`config.mk`:
```
export PLATFORM = sky130hd
export DESIGN_NAME = life_engine
export DESIGN_NICKNAME = d
export VERILOG_FILES = /design/src/rtl/life_pkg.sv /design/src/rtl/life_cell_rule.sv /design/src/rtl/life_engine.sv
export SDC_FILE = /design/constraint.sdc
export NUM_CORES = 1
export LEC_CHECK = 0
export BUFFER_PORTS_ARGS = -buffer_cell sky130_fd_sc_hd__buf_2
export CAP_MARGIN = 20
export CORE_MARGIN = 10
export CORE_UTILIZATION = 45
export CTS_CLUSTER_DIAMETER = 120
export CTS_CLUSTER_SIZE = 30
export DETAILED_ROUTE_END_ITERATION = 8
export PLACE_DENSITY = 0.67
export SLEW_MARGIN = 20
export SYNTH_ARGS = -nofsm -noshare
export SYNTH_HDL_FRONTEND = slang
export SYNTH_SLANG_ARGS = --single-unit
```
`constraint.sdc`:
```
create_clock -name clk -period 5.95 [get_ports clk]
set_clock_uncertainty 0.05 [all_clocks]
set_input_delay 1.785 -clock clk [delete_from_list [all_inputs] [get_ports clk]]
set_output_delay 1.785 -clock clk [all_outputs]
set_load 0.02 [all_outputs]
```
`src/rtl/life_pkg.sv`:
```
// rtl/life_pkg.sv - shared types and defaults for the life_engine generation stepper
package life_pkg;

    typedef enum logic [1:0] {
        ST_IDLE    = 2'd0,
        ST_COMPUTE = 2'd1,
        ST_COMMIT  = 2'd2
    } life_state_e;

    localparam int DEF_ROWS  = 8;
    localparam int DEF_COLS  = 8;
    localparam int DEF_GEN_W = 16;
    localparam int NCNT_W    = 4;

endpackage

```
`src/rtl/life_cell_rule.sv`:
```
// rtl/life_cell_rule.sv - combinational next-state rule for one cell from its 8 neighbours
module life_cell_rule
    import life_pkg::*;
(
    input  logic       center_i,
    input  logic [7:0] nbr_i,
    output logic       next_o
);

    logic [NCNT_W-1:0] cnt;

    always_comb begin
        cnt = '0;
        for (int i = 0; i < 8; i++) begin
            cnt = cnt + {{(NCNT_W-1){1'b0}}, nbr_i[i]};
        end
    end

    assign next_o = (cnt == NCNT_W'(3)) || (center_i && (cnt == NCNT_W'(2)));

endmodule

```
`src/rtl/life_engine.sv`:
```
// rtl/life_engine.sv - row-serial Game of Life engine with shadow grid and atomic commit
// Optional LIFE_WRAP_EN selects a toroidal neighbourhood instead of dead borders.
module life_engine
    import life_pkg::*;
#(
    parameter int ROWS  = DEF_ROWS,
    parameter int COLS  = DEF_COLS,
    parameter int GEN_W = DEF_GEN_W
) (
    input  logic                    clk,
    input  logic                    reset,
    input  logic                    load_valid,
    input  logic [$clog2(ROWS)-1:0] load_row,
    input  logic [COLS-1:0]         load_data,
    input  logic                    step,
    input  logic [$clog2(ROWS)-1:0] rd_row,
    output logic [COLS-1:0]         rd_data,
    output logic                    busy,
    output logic                    done,
    output logic                    stable,
    output logic [GEN_W-1:0]        gen_count
);

    localparam int RW = $clog2(ROWS);

    life_state_e                state_q;
    logic [RW-1:0]              row_q;
    logic [ROWS-1:0][COLS-1:0]  grid_q;
    logic [ROWS-1:0][COLS-1:0]  shadow_q;
    logic                       busy_q;
    logic                       done_q;
    logic                       stable_q;
    logic [GEN_W-1:0]           gen_q;

    logic [COLS-1:0]            row_up, row_mid, row_dn;
    logic [COLS+1:0]            up_ext, mid_ext, dn_ext;
    logic [COLS-1:0]            next_row_d;

    // Neighbour rows come only from the committed grid; bit 0 of each *_ext is column -1.
    always_comb begin
        row_mid = grid_q[row_q];
`ifdef LIFE_WRAP_EN
        row_up  = grid_q[(row_q == '0) ? RW'(ROWS-1) : row_q - 1'b1];
        row_dn  = grid_q[(row_q == RW'(ROWS-1)) ? '0 : row_q + 1'b1];
        up_ext  = {row_up[0],  row_up,  row_up[COLS-1]};
        mid_ext = {row_mid[0], row_mid, row_mid[COLS-1]};
        dn_ext  = {row_dn[0],  row_dn,  row_dn[COLS-1]};
`else
        row_up  = (row_q == '0) ? '0 : grid_q[row_q - 1'b1];
        row_dn  = (row_q == RW'(ROWS-1)) ? '0 : grid_q[row_q + 1'b1];
        up_ext  = {1'b0, row_up,  1'b0};
        mid_ext = {1'b0, row_mid, 1'b0};
        dn_ext  = {1'b0, row_dn,  1'b0};
`endif
    end

    for (genvar c = 0; c < COLS; c++) begin : g_cell
        life_cell_rule u_rule (
            .center_i (mid_ext[c+1]),
            .nbr_i    ({up_ext[c+2], up_ext[c+1], up_ext[c],
                        mid_ext[c+2], mid_ext[c],
                        dn_ext[c+2], dn_ext[c+1], dn_ext[c]}),
            .next_o   (next_row_d[c])
        );
    end

    always_ff @(posedge clk or posedge reset) begin
        if (reset) begin
            state_q  <= ST_IDLE;
            row_q    <= '0;
            grid_q   <= '0;
            shadow_q <= '0;
            busy_q   <= 1'b0;
            done_q   <= 1'b0;
            stable_q <= 1'b0;
            gen_q    <= '0;
        end else begin
            done_q <= 1'b0;
            case (state_q)
                ST_IDLE: begin
                    if (load_valid && (32'(load_row) < ROWS)) begin
                        grid_q[load_row] <= load_data;
                    end
                    if (step) begin
                        state_q <= ST_COMPUTE;
                        row_q   <= '0;
                        busy_q  <= 1'b1;
                    end
                end
                ST_COMPUTE: begin
                    shadow_q[row_q] <= next_row_d;
                    if (row_q == RW'(ROWS-1)) begin
                        state_q <= ST_COMMIT;
                    end else begin
                        row_q <= row_q + 1'b1;
                    end
                end
                ST_COMMIT: begin
                    grid_q   <= shadow_q;
                    stable_q <= (shadow_q == grid_q);
                    done_q   <= 1'b1;
                    gen_q    <= gen_q + 1'b1;
                    busy_q   <= 1'b0;
                    state_q  <= ST_IDLE;
                end
                default: begin
                    state_q <= ST_IDLE;
                    busy_q  <= 1'b0;
                end
            endcase
        end
    end

    assign rd_data   = (32'(rd_row) < ROWS) ? grid_q[rd_row] : '0;
    assign busy      = busy_q;
    assign done      = done_q;
    assign stable    = stable_q;
    assign gen_count = gen_q;

endmodule

```
* Yosys cells after proc, flatten, opt, wreduce, memory -nomap -nowiden *
Cells that the tools add are included.

cells by class
  add/sub/neg operators = 52
  magnitude comparators = 7
  equality and inequality tests = 24
  multiplexer cells = 27
  bitwise gates (word level) = 1
  reductions and logical operators = 26

operators by type and width
  kind                     count
  $add A4 B1 Y4            42
  $bwmux W64               2
  $pmux W64 S2             1
  $bmux W8 S3              4
  $eq A4 B2 Y1 const B     16
  $eq A64 B64 Y1           1
  $mux W64                 1
  $mux W8                  8
  $demux W8 S3             2
  $lt A3 B4 Y1 const B     5
  $add A16 B1 Y16 const B  1
  $add A1 B1 Y2            7
  $logic_and A1 B1 Y1      10
  $logic_or A1 B1 Y1       8
  $ne A2 B2 Y1 const B     4
  $ge A3 B1 Y1 const B     2
  $mux W3                  2
  $pmux W3 S2              1
  $reduce_and A2 Y1        3
  $mux W2                  2
  $pmux W2 S2              1
  $reduce_bool A2 Y1       2
  $add A3 B1 Y3 const B    1
  $eq A3 B3 Y1 const B     1
  9 further kinds          10

storage, ports and cells
  register bits after elaboration = 152
  input bits = 18
  output and inout port bits = 27
  word-level logic and storage cells = 159

* Depth between registers and ports, before layout *
Gate-level depths: netlist (run 1).

  depth in word-level cells = 15
  depth in mapped cells = 21
  depth with buffers taken out = 18

* Cells and area by module *
From an unflattened synthesis (run 1), not the netlist that was laid out.

unflattened totals
  cell total of the unflattened synthesis = 1003
  area total of the unflattened synthesis = 10667.7 sq um

modules (own cells, without submodules)
  module                                 instances  cells an instance  area each (sq um)  sequential area each (sq um)
  life_engine                            1          819                9126.3             3803.6
  life_cell_rule (g_cell[4].u_rule ...)  4          23                 200.2              0.0
  life_cell_rule (g_cell[0].u_rule ...)  4          23                 185.2              0.0

* Worst setup path before layout (run 1) *
Ideal clock, no wire load.

  path kind = flip-flop to flip-flop
  from = reg row_q[0]
  to = reg shadow_q[14] (netlist bit)
  setup time = 0.083 ns
  data arrival time = 4.996 ns
  data required time = 5.817 ns
  path slack = 0.821 ns
  stages on the path, launching flop included = 22
  path buffers = 4
  clock period less this slack = 5.129 ns
  cells stage by stage = dfrtp_1 buf_6 buf_6 inv_1 ha_1 clkbuf_1 clkbuf_1 a211oi_1 a21oi_1 nor2_1 ha_1 inv_1 fa_1 inv_1 fa_1 inv_1 fa_1 fa_1 nor3_1 mux2i_1 a311o_1 o21ai_0

on the way
  longest elaborated chain between the ends = 15
  elaborated cells between the ends (all ways) = 29
  those cells by class = 9 x add/sub; 2 x order compare; 3 x eq/ne; 11 x mux; 4 x reduce/logical

RTL lines
  item                            line                  RTL
  start: declaration              life_engine.sv:27     logic [RW-1:0] row_q;
  start signal: assignment        life_engine.sv:95     row_q <= row_q + 1'b1;
  $add A3 B1 Y3                   life_engine.sv:50     row_dn = (row_q == RW'(ROWS-1)) ? '0 : grid_q[row_q + 1'b1];
  $bmux W8 S3                     life_engine.sv:50
  $mux W8 (not written as such)   life_engine.sv:50
  $mux W8                         life_engine.sv:50
  $add A1 B1 Y2                   life_cell_rule.sv:15  cnt = cnt + {{(NCNT_W-1){1'b0}}, nbr_i[i]};
  $add A4 B1 Y4 (6 in series)     life_cell_rule.sv:15
  $eq A4 B2 Y1                    life_cell_rule.sv:19  assign next_o = (cnt == NCNT_W'(3)) || (center_i && (cnt == NCNT_W'(2)));
  $logic_and A1 B1 Y1             life_cell_rule.sv:19
  $logic_or A1 B1 Y1              life_cell_rule.sv:19
  $bwmux W64 *                    life_engine.sv:91     shadow_q[row_q] <= next_row_d;
  end signal: indexed assignment  life_engine.sv:91
  end: declaration                life_engine.sv:29     logic [ROWS-1:0][COLS-1:0] shadow_q;

Every way passes the cells marked *; elsewhere a longest branch is shown, timed or not. The select of a mux whose other input is x is not followed.
A chain may end at the register's enable or synchronous reset.

* Worst setup path after layout (run 1) *
  from = reg row_q[0]
  to = reg shadow_q[19] (netlist bit)

The elaborated chain is that of the path after synthesis.

==> reports/metrics.yaml, run 1 <==
status: "finished, final reports clean"
coreArea_sq_mm: 0.0225
grt_pass1_wl_mm: 45.7
ys_async_sr_fraction: 1.00
start_util: 0.454
via_per_inst: 5.92
path_common_cell: "fa_1"
hold_viol_final: 0
drtAntennaViolNets: 0
fin_crit_sh: 0.951
synth_cell_type_count: 50
min_period_ns: 5.66
synthFlopType: "dfrtp_1"
routed_wirelength_mm: 29.4
multi_input_area_sq_mm: 0.00590
synth-seq-cells: 152
maxSlewViolCount: 0
fillers: 2051
seq_area_frac_synth: 0.373
ctsHoldBuffers: 0
end_kind: "register"
clk_latency_ns: 0.44
worstHoldPathType: "register to register"
h-tree-depth: 4
slew_headroom: 0.209
track_usage: 0.208
syn_nets: 1066
cp.arrival_ns: 5.93
syn_area_per_cell_sq_um: 10.3
io_pins: 45
register_area_sq_mm: 0.00380
overflow: 0
vias: 7761
synth_edf_count: 0
wl_per_cell_microns: 22.4
first_pass_iters: 6
crit_chain: "buf_4, inv_1, ha_1, xnor2_2, buf_4, mux4_2, mux2i_1, or2_2, fa_1, inv_1, fa_1, inv_1, fa_1, fa_1, nor3_1, mux2i_1, a211o_1, o21ai_0"
die_h_microns: 171
finalSetupViolations: 0
die_area_sq_mm: 0.0291
syn_area_sq_mm: 0.0102
cts_resized: 0
setup_tns_ns: 0
antenna_found_initial: 2
drt-initial-drc-count: 1057
crit_buf_inv: 5
grt_max_degree: 88
path_class: "register to register"
drive_above_1_share: 0.177
cts_tree: "built"
required_ns: 6.23
cts_made_buffers: 17
rsz0062_at_grt: "false"
syn_inst: 994
cp_max_fo: 17
cts_root_buffer: "clkbuf_16"
gp_congestion: 0.921
grt_pass1_vias: 7494
slowest_delay_ns: 0.57
clock.fmax_mhz: 177
nets: 1083
slowest_stage: "xnor2_2"
clk_pin_slew_ns: 0.06
cts.path.max_buffers: 2
critical-path-top-delay-family: "adder cells"
place_hpwl_mm: 21.1
cts_setup_buffers: 0
tightestPinTransition_ns: 1.18
die_w_microns: 171
startpoint_type: "register"
clock_sinks: 152
yosys_warnings: 0
portBuffers: 44
max-cap-violations: 0
synthToLayoutAreaGrowth_pct: 9.55
drc: 0
std_cell_rows: 55
==> synth_stat cells, types with 4 or more instances <==
cell type  instances  share of area
xnor2_1           48          0.041
mux2_2            16          0.018
buf_1              4         0.0015
dfrtp_1          152           0.37
nor2_1            30          0.011
or2_2              8         0.0049
clkbuf_1          38          0.014
buf_2              8         0.0039
a21oi_1           10         0.0049
nand2_1          159          0.058
mux2i_1           86          0.084
xor2_1            25          0.021
a211oi_1           8         0.0059
buf_4              6         0.0044
o21ai_1           34          0.017
nor2b_1            5         0.0031
mux4_2            48           0.11
o21ai_0          107          0.052
nand2b_1          10         0.0061
fa_1              28          0.055
ha_1              26          0.032
inv_1             56          0.021
nor4_1             8         0.0049
nor3_1             5         0.0025
nand4_1           14         0.0086
nand3_1           17         0.0083
==> metrics by stage <==
stage | cells | setup slack (ns) | utilization | hold slack, ns | cell area (sq um)
after floorplan | 994 | 0.0219 | - | 0.421 | 10200
after global routing | 1310 | 0.0710 | 0.497 | 0.438 | 11200
after global placement | 1277 | 0.589 | 0.472 | 0.402 | 10600
after detailed placement | 1277 | 0.415 | 0.472 | 0.403 | 10600
after CTS | 1309 | 0.393 | 0.497 | 0.415 | 11200
final | 1311 | 0.294 | 0.497 | 0.408 | 11200
==> area by class of cell <==
class / instances / area share
clock inverters: 13 / 0.0122
multi-input cells: 725 / 0.528
diodes: 2 / 0.000447
repair buffers: 58 / 0.0291
flip-flops and latches: 152 / 0.340
inverters: 57 / 0.0197
clock buffers: 19 / 0.0387
well taps: 285 / 0.0319
==> logic make-up after synthesis <==
logic type,share of synthesized area
AOI/OAI and AO/OA,0.0915
muxes,0.212
DFF,0.373
adders and majority gates,0.0868
xor gates and xnor gates,0.0626
and+or+nand+nor,0.125
buffers and inverters,0.0500
==> placed cells by master (no fill, tap or decap), types with 2 or more instances in the layout <==
| cell type | netlist | final |
|---|---|---|
| clkinvlp_4 | 0 | 3 |
| or3_1 | 2 | 2 |
| xor2_1 | 25 | 25 |
| clkinv_4 | 0 | 3 |
| nand2b_1 | 10 | 10 |
| inv_1 | 56 | 55 |
| o21ai_1 | 34 | 34 |
| nor3_2 | 3 | 3 |
| nor2b_1 | 5 | 5 |
| mux4_2 | 48 | 48 |
| mux2i_2 | 3 | 3 |
| mux2i_1 | 86 | 86 |
| a21oi_1 | 10 | 10 |
| a221oi_1 | 2 | 2 |
| or4_1 | 2 | 2 |
| inv_8 | 0 | 2 |
| diode_2 | 0 | 2 |
| mux2_2 | 16 | 16 |
| xnor2_1 | 48 | 47 |
| nand4_1 | 14 | 14 |
| inv_6 | 0 | 5 |
| buf_2 | 8 | 44 |
| nand3_1 | 17 | 17 |
| nand2_1 | 159 | 159 |
| nor4_4 | 2 | 2 |
| buf_4 | 6 | 14 |
| nand3b_1 | 2 | 2 |
| nor4_1 | 8 | 8 |
| or2_2 | 8 | 8 |
| a211oi_1 | 8 | 8 |
| clkbuf_1 | 38 | 2 |
| fa_1 | 28 | 28 |
| dfrtp_1 | 152 | 151 |
| o22ai_1 | 2 | 2 |
| o21ai_0 | 107 | 107 |
| clkbuf_16 | 0 | 17 |
| ha_1 | 26 | 26 |
| a221o_2 | 3 | 3 |
| nor3_1 | 5 | 5 |
| nor2_1 | 30 | 30 |
==> path summary, 6_finish.rpt <==
| check | startpoint | to | slack [ns] | cells past startpoint |
|---|---|---|---|---|
| min in group asynchronous | reset | shadow_q[12] | 1.45 | 2 |
| worst min-delay path | gen_count[15] | gen_count[15] | 0.41 | 1 |
| worst max-delay path | row_q[0] | shadow_q[19] | 0.29 | 18 |
| max in group asynchronous | reset | shadow_q[38] | 3.46 | 3 |
| worst min register to register | gen_count[15] | gen_count[15] | 0.41 | 1 |
| worst max register to register | row_q[0] | shadow_q[19] | 0.29 | 18 |
==> per-layer routing <==
layer  global-route usage  part of all wire  wire, microns
met1                0.286              0.42          12400
met2                0.306              0.44          12900
met3               0.0567              0.10           3010
met4               0.0782             0.037           1100
met5                    0                 0              0
==> sequential cells by signal, summed over array words and instances, names as in the netlist <==
name,flops
gen_count,16
row_q,3
stable,1
state_q,2
grid_q,64
shadow_q,64
busy,1
done,1
Power of run 1 is left out: the tool's default activity adds up to more than one toggle a clock period on the data nets, which glitch-free logic cannot reach.
==> inputs of run 2 (changes only) <==
--- a/config.mk
+++ b/config.mk
@@ -12,7 +12,7 @@
 export CTS_CLUSTER_DIAMETER = 120
 export CTS_CLUSTER_SIZE = 30
 export DETAILED_ROUTE_END_ITERATION = 8
-export PLACE_DENSITY = 0.67
+export PLACE_DENSITY_LB_ADDON = 0.25
 export SLEW_MARGIN = 20
 export SYNTH_ARGS = -nofsm -noshare
 export SYNTH_HDL_FRONTEND = slang
==> reports/metrics.yaml, run 2 (same netlist as run 1, synthesis figures left out) <==
wl_per_cell_microns: 22.7  # +1.3%
required_ns: 6.22  # about the same
cts_setup_buffers: 0  # unchanged
cp_max_fo: 18  # +1
hold_end: "gen_count[15]"
min_period_ns: 5.52  # -0.141 ns
instances_no_fill: 1306  # -0.38%
timing.final.ws_setup_ns: 0.434  # +0.141 ns
synthToLayoutAreaGrowth_pct: 9.72
grt_pass1_wl_mm: 45.5  # -0.35%
rr_worst_depth: 19  # +1
cts_resized: 0  # unchanged
cts_root_buffer: "clkbuf_16"
reg2reg_from: "row_q[1]"
routed_wirelength_mm: 29.7  # +0.96%
path_class: "register to register"
grt_max_degree: 101  # +15%
cts_tree: "built"
start_util: 0.454  # unchanged
r2r_setup_slack_ns: 0.43  # +0.14 ns
max-cap-violations: 0  # unchanged
cts_made_buffers: 17  # unchanged
grt_pass1_vias: 7353  # -1.9%
die_w_microns: 171  # unchanged
clock.fmax_mhz: 181  # +2.6%
path_common_cell: "fa_1"
final_core_util: 0.498  # +0.000778
rsz0062_at_grt: "false"
clk_latency_ns: 0.44  # about the same
clock_sinks: 152  # unchanged
rr_endpoint: "shadow_q[14]"
io_pins: 45  # unchanged
nets: 1079  # -0.37%
coreArea_sq_mm: 0.0225  # unchanged
portBuffers: 44  # unchanged
gp_congestion: 0.918  # -0.38%
track_usage: 0.209  # +0.000526
status: "finished, final reports clean"
dpl.cell_count: 1273  # -0.31%
crit_buf_inv: 4  # -1
worstHoldStart: "gen_count[15]"
h-tree-depth: 4  # unchanged
final_common_cell: "nand2_1"
slowest_stage: "fa_1"
cp.arrival_ns: 5.79  # -0.14 ns
tightestPinTransition_ns: 1.14  # -0.0383 ns
place_hpwl_mm: 21.4  # +1.4%
vias: 7618  # -1.8%
place_ws_ns: 0.470  # +0.0554 ns
first_pass_iters: 5  # -1
die_h_microns: 171  # unchanged
setup_tns_ns: 0  # unchanged
drive_above_1_share: 0.175  # -0.00225
worstHoldPathType: "register to register"
drt-initial-drc-count: 783  # -26%
end_kind: "register"
clk_pin_slew_ns: 0.07  # about the same
die_area_sq_mm: 0.0291  # unchanged
slowest_delay_ns: 0.53  # -0.04 ns
overflow: 0  # unchanged
hold_viol_final: 0  # unchanged
finalSetupViolations: 0  # unchanged
crit_chain: "ha_1, ha_1, buf_4, nor2_1, a211oi_1, a21oi_1, nor2_1, ha_1, inv_1, fa_1, inv_1, fa_1, inv_1, fa_1, fa_1, nor3_1, mux2i_1, a311o_1, o21ai_0"
drc: 0  # unchanged
whs_path_depth: 1  # unchanged
fin_crit_sh: 0.927  # -0.0237
fillers: 2044  # -0.34%
cts.path.max_buffers: 2  # unchanged
drtAntennaViolNets: 0  # unchanged
std_cell_rows: 55  # unchanged
antenna_found_initial: 1  # -1
startpoint_type: "register"
final_cell_mix: "nand2_1, dfrtp_1, o21ai_0"
maxSlewViolCount: 0  # unchanged
via_per_inst: 5.83  # -1.5%
ctsHoldBuffers: 0  # unchanged
critical-path-top-delay-family: "adder cells"
slew_headroom: 0.234  # +0.0257
==> run 2: changes by cell type in the layout (fill, tap and decap cells not counted) <==
cell,change
buf_4,-5
clkbuf_8,+2
clkinv_2,+2
clkinv_4,-2
inv_8,-2
nor3_2,-2
nor3_4,+2
buf_12,+1
bufinv_16,+1
clkbuf_1,-1
clkinvlp_4,-1
diode_2,-1
inv_6,+1
==> run 2: worst max path at each step <==
| stage | start | end | slack (ns) | cells past startpoint |
|---|---|---|---|---|
| 4_1_cts | row_q[1] | shadow_q[27] | 0.48 | 18 |
| 5_1_grt | row_q[1] | shadow_q[34] | 0.16 | 17 |
| 2_1_floorplan | reset | busy | 0.02 | 1 |
| 3_3_place_gp | row_q[1] | shadow_q[11] | 0.64 | 18 |
| 6_report | row_q[1] | shadow_q[14] | 0.43 | 19 |
| 3_5_place_dp | row_q[1] | shadow_q[30] | 0.47 | 19 |
==> run 2: metal layers <==
| metal | up-vias | track usage | share of wire |
|---|---|---|---|
| li1 | 3496 | - | - |
| met1 | 3772 | 0.286 | 0.44 |
| met2 | 296 | 0.312 | 0.44 |
| met3 | 54 | 0.0498 | 0.086 |
| met4 | 0 | 0.0812 | 0.032 |
| met5 | - | 0 | 0 |
==> run 2: layout make-up <==
class	count	area, sq um	area share
Multi-Input combinational cell	725	5920	0.528
Antenna cell	1	2.50	0.000223
Timing Repair Buffer	54	308	0.0275
Clock inverter	12	138	0.0123
Inverter	57	220	0.0197
Clock buffer	20	457	0.0408
Tap cell	285	357	0.0318
Sequential cell	152	3800	0.340
==> run 2: per-stage QoR <==
stage / hold WS [ns] / instance area (sq um)
after global routing: 0.434 / 11200
final: 0.411 / 11200
after global placement: 0.404 / 10600
after floorplan: 0.421 / 10200
after detailed placement: 0.410 / 10600
after CTS: 0.420 / 11200
Power of run 2 is left out for the same reason.
